===== src/rtl/mining_nonce_sweeper_if.sv =====
// Host/core-facing bundle of the nonce sweeper: buffer loader, sweep config,
// chunk stream to the SHA-256 core, digest return and status.
interface mining_nonce_sweeper_if #(
    parameter int MAX_CHUNKS = 4,
    parameter int NONCE_W    = 32
);
    localparam int AW = $clog2(MAX_CHUNKS);

    logic               wr_en;
    logic [AW-1:0]      wr_addr;
    logic [511:0]       wr_data;
    logic [AW:0]        num_chunks;
    logic [AW-1:0]      nonce_chunk;
    logic [8:0]         nonce_bit;
    logic [NONCE_W-1:0] nonce_start;
    logic [NONCE_W-1:0] nonce_end;
    logic [8:0]         difficulty;
    logic               start;
    logic               abort;
    logic [511:0]       chunk;
    logic               chunk_valid;
    logic               chunk_ready;
    logic               chunk_first;
    logic               chunk_last;
    logic [255:0]       hash_in;
    logic               hash_valid;
    logic               busy;
    logic               found;
    logic               exhausted;
    logic               error;
    logic [NONCE_W-1:0] nonce_out;
    logic [255:0]       hash_out;
    logic [31:0]        attempts;

    modport master (
        output wr_en, wr_addr, wr_data, num_chunks, nonce_chunk, nonce_bit,
               nonce_start, nonce_end, difficulty, start, abort, chunk_ready,
               hash_in, hash_valid,
        input  chunk, chunk_valid, chunk_first, chunk_last, busy, found,
               exhausted, error, nonce_out, hash_out, attempts
    );

    modport slave (
        input  wr_en, wr_addr, wr_data, num_chunks, nonce_chunk, nonce_bit,
               nonce_start, nonce_end, difficulty, start, abort, chunk_ready,
               hash_in, hash_valid,
        output chunk, chunk_valid, chunk_first, chunk_last, busy, found,
               exhausted, error, nonce_out, hash_out, attempts
    );
endinterface


===== src/rtl/mining_nonce_sweeper.sv =====
// Mining controller: streams buffered chunks with a sweeping nonce inserted and
// stops on the first digest meeting the leading-zero difficulty.
module mining_nonce_sweeper #(
    parameter int MAX_CHUNKS = 4,
    parameter int NONCE_W    = 32
) (
    input  logic                 clock,
    input  logic                 reset,
    mining_nonce_sweeper_if.slave bus
);
    localparam int AW = $clog2(MAX_CHUNKS);

    typedef enum logic [2:0] {IDLE, CHECK, SEND, WAIT, CMP} state_t;

    state_t             state_q, state_d;
    logic [511:0]       buffer_q [MAX_CHUNKS];
    logic [AW-1:0]      idx_q, idx_d;
    logic [AW:0]        numChunks_q, numChunks_d;
    logic [AW-1:0]      nonceChunk_q, nonceChunk_d;
    logic [8:0]         nonceBit_q, nonceBit_d;
    logic [NONCE_W-1:0] nonceEnd_q, nonceEnd_d;
    logic [NONCE_W-1:0] nonce_q, nonce_d;
    logic [8:0]         difficulty_q, difficulty_d;
    logic [255:0]       hash_q, hash_d;
    logic [31:0]        attempts_q, attempts_d;
    logic               found_q, found_d;
    logic               exhausted_q, exhausted_d;
    logic               error_q, error_d;

    logic               configBad;
    logic               isLast;
    logic [511:0]       insMask;
    logic [511:0]       insData;
    logic [511:0]       chunkData;

    function automatic logic [8:0] leadingZeros(input logic [255:0] h);
        logic [8:0] n;
        n = 9'd256;
        for (int i = 0; i < 256; i++) begin
            if (h[i]) n = 9'(255 - i);
        end
        return n;
    endfunction

    // Message buffer is deliberately left out of reset; only the host loads it.
    always_ff @(posedge clock) begin
        if (bus.wr_en && state_q == IDLE) buffer_q[bus.wr_addr] <= bus.wr_data;
    end

    always_comb begin
        configBad = (numChunks_q == '0)
                 || (numChunks_q > (AW+1)'(MAX_CHUNKS))
                 || ((AW+1)'(nonceChunk_q) >= numChunks_q)
                 || ((10'(nonceBit_q) + 10'(NONCE_W)) > 10'd512)
                 || (difficulty_q > 9'd256);
        isLast    = ({1'b0, idx_q} == (numChunks_q - (AW+1)'(1)));
        insMask   = {{(512-NONCE_W){1'b0}}, {NONCE_W{1'b1}}} << nonceBit_q;
        insData   = {{(512-NONCE_W){1'b0}}, nonce_q} << nonceBit_q;
        chunkData = buffer_q[idx_q];
        if (idx_q == nonceChunk_q) chunkData = (chunkData & ~insMask) | insData;
    end

    // Abort overrides every transition; a handshake in that cycle does not count.
    always_comb begin
        state_d      = state_q;
        idx_d        = idx_q;
        numChunks_d  = numChunks_q;
        nonceChunk_d = nonceChunk_q;
        nonceBit_d   = nonceBit_q;
        nonceEnd_d   = nonceEnd_q;
        nonce_d      = nonce_q;
        difficulty_d = difficulty_q;
        hash_d       = hash_q;
        attempts_d   = attempts_q;
        found_d      = found_q;
        exhausted_d  = exhausted_q;
        error_d      = error_q;
        if (state_q != IDLE && bus.abort) begin
            state_d = IDLE;
        end else begin
            case (state_q)
                IDLE: begin
                    if (bus.start) begin
                        state_d      = CHECK;
                        found_d      = 1'b0;
                        exhausted_d  = 1'b0;
                        error_d      = 1'b0;
                        attempts_d   = '0;
                        nonce_d      = bus.nonce_start;
                        idx_d        = '0;
                        numChunks_d  = bus.num_chunks;
                        nonceChunk_d = bus.nonce_chunk;
                        nonceBit_d   = bus.nonce_bit;
                        nonceEnd_d   = bus.nonce_end;
                        difficulty_d = bus.difficulty;
                    end
                end
                CHECK: begin
                    if (configBad) begin
                        error_d = 1'b1;
                        state_d = IDLE;
                    end else begin
                        state_d = SEND;
                    end
                end
                SEND: begin
                    if (bus.chunk_ready) begin
                        if (isLast) state_d = WAIT;
                        else        idx_d   = idx_q + AW'(1);
                    end
                end
                WAIT: begin
                    if (bus.hash_valid) begin
                        hash_d  = bus.hash_in;
                        state_d = CMP;
                    end
                end
                CMP: begin
                    attempts_d = (attempts_q == '1) ? attempts_q : attempts_q + 32'd1;
                    if (leadingZeros(hash_q) >= difficulty_q) begin
                        found_d = 1'b1;
                        state_d = IDLE;
                    end else if (nonce_q == nonceEnd_q) begin
                        exhausted_d = 1'b1;
                        state_d     = IDLE;
                    end else begin
                        nonce_d = nonce_q + NONCE_W'(1);
                        idx_d   = '0;
                        state_d = SEND;
                    end
                end
                default: state_d = IDLE;
            endcase
        end
    end

    always_ff @(posedge clock or negedge reset) begin
        if (!reset) begin
            state_q      <= IDLE;
            idx_q        <= '0;
            numChunks_q  <= '0;
            nonceChunk_q <= '0;
            nonceBit_q   <= '0;
            nonceEnd_q   <= '0;
            nonce_q      <= '0;
            difficulty_q <= '0;
            hash_q       <= '0;
            attempts_q   <= '0;
            found_q      <= 1'b0;
            exhausted_q  <= 1'b0;
            error_q      <= 1'b0;
        end else begin
            state_q      <= state_d;
            idx_q        <= idx_d;
            numChunks_q  <= numChunks_d;
            nonceChunk_q <= nonceChunk_d;
            nonceBit_q   <= nonceBit_d;
            nonceEnd_q   <= nonceEnd_d;
            nonce_q      <= nonce_d;
            difficulty_q <= difficulty_d;
            hash_q       <= hash_d;
            attempts_q   <= attempts_d;
            found_q      <= found_d;
            exhausted_q  <= exhausted_d;
            error_q      <= error_d;
        end
    end

    assign bus.chunk_valid = (state_q == SEND);
    assign bus.chunk       = (state_q == SEND) ? chunkData : '0;
    assign bus.chunk_first = (state_q == SEND) && (idx_q == '0);
    assign bus.chunk_last  = (state_q == SEND) && isLast;
    assign bus.busy        = (state_q != IDLE);
    assign bus.found       = found_q;
    assign bus.exhausted   = exhausted_q;
    assign bus.error       = error_q;
    assign bus.nonce_out   = nonce_q;
    assign bus.hash_out    = hash_q;
    assign bus.attempts    = attempts_q;
endmodule


===== src/flat_wrapper.sv =====
// flat-port wrapper written by rule: the top's interface ports become plain ports
module mining_nonce_sweeper_flat 
#(
    parameter int MAX_CHUNKS = 4,
    parameter int NONCE_W    = 32
)
  (clock, reset, bus_wr_en, bus_wr_addr, bus_wr_data, bus_num_chunks, bus_nonce_chunk, bus_nonce_bit, bus_nonce_start, bus_nonce_end, bus_difficulty, bus_start, bus_abort, bus_chunk_ready, bus_hash_in, bus_hash_valid, bus_chunk, bus_chunk_valid, bus_chunk_first, bus_chunk_last, bus_busy, bus_found, bus_exhausted, bus_error, bus_nonce_out, bus_hash_out, bus_attempts);
  mining_nonce_sweeper_if #(.MAX_CHUNKS(MAX_CHUNKS), .NONCE_W(NONCE_W)) bus_i ();
  input  logic clock;
  input  logic reset;
  input wire logic [$bits(bus_i.wr_en)-1:0] bus_wr_en;
  input wire logic [$bits(bus_i.wr_addr)-1:0] bus_wr_addr;
  input wire logic [$bits(bus_i.wr_data)-1:0] bus_wr_data;
  input wire logic [$bits(bus_i.num_chunks)-1:0] bus_num_chunks;
  input wire logic [$bits(bus_i.nonce_chunk)-1:0] bus_nonce_chunk;
  input wire logic [$bits(bus_i.nonce_bit)-1:0] bus_nonce_bit;
  input wire logic [$bits(bus_i.nonce_start)-1:0] bus_nonce_start;
  input wire logic [$bits(bus_i.nonce_end)-1:0] bus_nonce_end;
  input wire logic [$bits(bus_i.difficulty)-1:0] bus_difficulty;
  input wire logic [$bits(bus_i.start)-1:0] bus_start;
  input wire logic [$bits(bus_i.abort)-1:0] bus_abort;
  input wire logic [$bits(bus_i.chunk_ready)-1:0] bus_chunk_ready;
  input wire logic [$bits(bus_i.hash_in)-1:0] bus_hash_in;
  input wire logic [$bits(bus_i.hash_valid)-1:0] bus_hash_valid;
  output wire logic [$bits(bus_i.chunk)-1:0] bus_chunk;
  output wire logic [$bits(bus_i.chunk_valid)-1:0] bus_chunk_valid;
  output wire logic [$bits(bus_i.chunk_first)-1:0] bus_chunk_first;
  output wire logic [$bits(bus_i.chunk_last)-1:0] bus_chunk_last;
  output wire logic [$bits(bus_i.busy)-1:0] bus_busy;
  output wire logic [$bits(bus_i.found)-1:0] bus_found;
  output wire logic [$bits(bus_i.exhausted)-1:0] bus_exhausted;
  output wire logic [$bits(bus_i.error)-1:0] bus_error;
  output wire logic [$bits(bus_i.nonce_out)-1:0] bus_nonce_out;
  output wire logic [$bits(bus_i.hash_out)-1:0] bus_hash_out;
  output wire logic [$bits(bus_i.attempts)-1:0] bus_attempts;
  assign bus_i.wr_en = bus_wr_en;
  assign bus_i.wr_addr = bus_wr_addr;
  assign bus_i.wr_data = bus_wr_data;
  assign bus_i.num_chunks = bus_num_chunks;
  assign bus_i.nonce_chunk = bus_nonce_chunk;
  assign bus_i.nonce_bit = bus_nonce_bit;
  assign bus_i.nonce_start = bus_nonce_start;
  assign bus_i.nonce_end = bus_nonce_end;
  assign bus_i.difficulty = bus_difficulty;
  assign bus_i.start = bus_start;
  assign bus_i.abort = bus_abort;
  assign bus_i.chunk_ready = bus_chunk_ready;
  assign bus_i.hash_in = bus_hash_in;
  assign bus_i.hash_valid = bus_hash_valid;
  assign bus_chunk = bus_i.chunk;
  assign bus_chunk_valid = bus_i.chunk_valid;
  assign bus_chunk_first = bus_i.chunk_first;
  assign bus_chunk_last = bus_i.chunk_last;
  assign bus_busy = bus_i.busy;
  assign bus_found = bus_i.found;
  assign bus_exhausted = bus_i.exhausted;
  assign bus_error = bus_i.error;
  assign bus_nonce_out = bus_i.nonce_out;
  assign bus_hash_out = bus_i.hash_out;
  assign bus_attempts = bus_i.attempts;
  mining_nonce_sweeper #(.MAX_CHUNKS(MAX_CHUNKS), .NONCE_W(NONCE_W)) u_core (.clock(clock), .reset(reset), .bus(bus_i));
endmodule

===== config.mk =====
export PLATFORM = sky130hd
export DESIGN_NAME = mining_nonce_sweeper_flat
export DESIGN_NICKNAME = d
export VERILOG_FILES = /design/src/rtl/mining_nonce_sweeper_if.sv /design/src/rtl/mining_nonce_sweeper.sv /design/src/flat_wrapper.sv
export SDC_FILE = /design/constraint.sdc
export NUM_CORES = 2
export LEC_CHECK = 0
export BUFFER_PORTS_ARGS = -buffer_cell sky130_fd_sc_hd__clkbuf_2
export CAP_MARGIN = 40
export CORE_AREA = 2 2 662 664
export DETAILED_ROUTE_END_ITERATION = 6
export DIE_AREA = 0 0 664 666
export MAX_ROUTING_LAYER = met4
export PLACE_DENSITY = 0.44
export SYNTH_ARGS = -nofsm -noshare
export SYNTH_HDL_FRONTEND = slang
export SYNTH_SLANG_ARGS = --single-unit

===== constraint.sdc =====
create_clock -name clock -period 73.4 [get_ports clock]
set_clock_uncertainty 0.1 [all_clocks]
set_input_delay 3.67 -clock clock [delete_from_list [all_inputs] [get_ports clock]]
set_output_delay 3.67 -clock clock [all_outputs]
set_load 0.005 [all_outputs]

==> reports/qor.yml <==
outcome: "finished, final reports clean"
tightest_slew_ps: 1140
post-route-period-util: 0.127
drc: 0
cp_cell_sequence: "xnor2_1 -> buf_4 -> nand3_4 -> buf_4 -> nor2_4 -> buf_4 -> nand2_1 -> o21ai_0 -> clkbuf_2"
cts_buffers: 295
antenna_found_initial: 291
synth-adder-area-share: 0.00278
initial_core_util: 0.248
critPathMaxFanout: 33
via_per_inst: 5.32
p_sw_mw: 2.58
finalHoldViolCount: 0
clock_latency_ps: 920
power_mw: 5.78
fin_crit_ps: 9360
finalSetupViolations: 0
tns_ps: 0
cts.clk_slew.worst_paths_ps: 60
die_height_um: 666
synth_seq_cells: 2431
wl_met1_um: 210000
drt_iter0_drc: 9762
core_um2: 436000
synthFlopType: "edfxtp_1"
vias: 81700
synthMuxAreaShare: 0.145
cts_setup_buffers: 0
layout_common_cells: "edfxtp_1 (2048), clkbuf_2 (1701), nand2_1 (700)"
dp_cells: 14700
synth_top_family_by_area: "multiplexers"
path_common_cell: "buf_4"
die_w_um: 664
cp_slowest_cell: "o21ai_0"
routed_wl_um: 632000
cp_top_family: "buffers and inverters"
max_slew_margin: 0.237
drive_gt1_frac: 0.364
yosysUniqueCellTypes: 105
async_reset_ff_frac: 0.158
r2r_cells: 18
gr-total-overflow: 0
worstPathRequired_ps: 69630
p_seq_frac: 0.328
first_global_vias: 80100
wl_met3_um: 47400
slew_viol_final: 0
area_growth_pct: 25.6
rsz0062_at_grt: "false"
nets: 10100
cts.sinks: 2431
grt_start_max_net_pins: 126
top_layer_used: "met4"
synth_area_um2: 108000
peakVddDrop_mv: 0.0338
io_pins: 1703
yosysSeqAreaShare: 0.658
synth_compound_area_frac: 0.0961
clkPwrFrac: 0.252
pwr-share-comb: 0.420
postRouteAntennaNets: 0
worst_setup_path_start_kind: "register"
whs_path_depth: 1
maxCapViolations: 0
cts_tree: "done"
intPower_mw: 3.20
cts_resized: 0
fmax_ghz: 0.107
synth-simple-area-share: 0.0675
worstSetupPathType: "register to primary output"
register_area_um2: 71100
fill_cells: 44000
drt_pass1_iterations: 7
rrSetupSlack_ps: 66460
slowest_delay_ps: 850
r2r_start: "u_core.bus.hash_out[89]"
cts_hold_buf: 0
io_buffers: 1702
cp_num_buf_inv: 4
end_kind: "primary output"
track_usage: 0.284
ys.warnings.count: 0
syn_nets: 8206
holdPathEnd: "u_core.bus.found"
cts_root_buf: "clkbuf_16"
layout.cells.non_filler: 15400
p_sw_frac: 0.446
grt_pass1_wl_um: 810000
synth.avg_cell_area_um2: 14.8
dieArea_um2: 442000
netlist_instances: 7318
synth_xor_area_frac: 0.00730
clock_path_buffers: 4
wl_per_cell_um: 41.2
wl_met2_um: 323000
p_leak_nw: 47.6
final_common_cell: "edfxtp_1"
place_congestion: 0.994
p_per_area_nw_per_um2: 42.6
multi_input_area_um2: 34800
hp-class: "register to register"
r2r_end: "u_core.idx_q[0]"
min_from: "u_core.bus.found"
hpwlAfterDp_um: 490000
synth_edf_count: 2048
htreeDepth: 5
num_rows: 243
cp_data_arrival_time_ps: 5590
## sequential cells by signal, summed over array words and instances, names as in the netlist
name / count
u_core.buffer_q: 2048
u_core.bus.hash_out: 256
u_core.bus.attempts: 32
u_core.bus.nonce_out: 32
u_core.nonceEnd_q: 32
u_core.difficulty_q: 9
u_core.nonceBit_q: 9
u_core.numChunks_q: 3
u_core.state_q: 3
u_core.idx_q: 2
u_core.nonceChunk_q: 2
u_core.bus.error: 1
u_core.bus.exhausted: 1
u_core.bus.found: 1
## worst max path at each step
stage | from | end | cells past startpoint | slack, ps
after floorplan | bus_wr_addr[0] | u_core.buffer_q[2][0] | 1 | 30610
after detailed placement | u_core.idx_q[0] | bus_chunk[19] | 9 | 65130
after global placement | u_core.idx_q[0] | bus_chunk[220] | 9 | 64770
after global routing | u_core.idx_q[0] | bus_chunk[254] | 10 | 63910
after CTS | u_core.idx_q[0] | bus_chunk[19] | 9 | 64090
final | u_core.idx_q[0] | bus_chunk[19] | 9 | 64040
## per-stage QoR
| stage | hold WS, ps | utilization | setup slack (ps) | cell area (um2) |
|---|---|---|---|---|
| after floorplan | 365 | - | 30610 | 108000 |
| after CTS | 394 | 0.310 | 64090 | 135000 |
| after global routing | 428 | 0.311 | 63910 | 136000 |
| final | 385 | 0.311 | 64040 | 136000 |
| after global placement | 378 | 0.284 | 64770 | 124000 |
| after detailed placement | 381 | 0.288 | 65130 | 126000 |
## power groups by stage
stage	combinational (mW)	sequential [mW]	clock, mW
finish	2.43	1.90	1.46
CTS	2.40	1.89	1.49
floorplan	1.05	1.90	0
detailed placement	2.39	1.92	0
global placement	2.34	1.92	0
global route	2.47	1.91	1.54
## cell usage after synthesis, types with 16 or more instances
cell | number | area [um2]
o21a_1 | 27 | 203
buf_2 | 77 | 385
o211ai_1 | 22 | 165
nor4_1 | 91 | 569
dfrtp_1 | 383 | 9580
mux2_2 | 253 | 2850
nand2_1 | 708 | 2660
or3_1 | 19 | 119
nand3_1 | 103 | 515
xnor2_1 | 40 | 350
o31ai_1 | 16 | 120
a21oi_1 | 358 | 1790
buf_1 | 57 | 214
and3_1 | 27 | 169
edfxtp_1 | 2048 | 61500
clkbuf_1 | 312 | 1170
nand4_1 | 26 | 163
inv_1 | 76 | 285
nor3_1 | 102 | 510
buf_6 | 21 | 236
nand2b_1 | 29 | 181
mux4_2 | 546 | 12300
a31oi_1 | 44 | 275
and2_1 | 28 | 175
o22ai_1 | 249 | 1560
o21ai_0 | 671 | 3360
nor2_1 | 410 | 1540
nor2b_1 | 16 | 100
a22oi_1 | 77 | 578
or4_1 | 30 | 225
ha_1 | 24 | 300
a211oi_1 | 18 | 135
mux2i_1 | 29 | 290
xor2_1 | 50 | 438
## layer usage
layer | global-route usage | up-vias
met5 | - | -
met4 | 0.194 | 0
met3 | 0.0622 | 1506
met2 | 0.491 | 4712
met1 | 0.288 | 42500
li1 | - | 33000
## worst register-to-register path, cell delays in order (launching register included)
cell	delay, ps
dfrtp_1	360
buf_4	180
nor4_1	690
nand2_1	310
a311oi_1	280
o31ai_1	130
buf_2	170
a21oi_1	520
o211ai_1	220
a2111oi_2	930
ha_1	380
and3_1	190
a221o_1	290
a21oi_1	320
o221ai_1	210
buf_4	220
nand2b_1	420
and2_1	560
a31o_2	350
## cell families (layout without fill, tap and decap cells)
kind of cell | Yosys count | in the layout
AOI/OAI and AO/OA | 1731 | 1731
xor gates and xnor gates | 90 | 90
adders and majority gates | 24 | 24
buffers and inverters | 569 | 2698
DFF | 2431 | 2431
muxes | 838 | 838
other | 0 | 151
and+or+nand+nor | 1635 | 1635
## area by class of cell
type	count	share of cell area
inverter	78	0.00219
clock buffer	366	0.0573
tap	5757	0.0531
clock inverter	162	0.0126
multi-input combinational	4318	0.256
antenna	151	0.00279
timing repair buffer	2092	0.0916
sequential	2431	0.524
No activity file was read; power rests on OpenSTA's default activity.
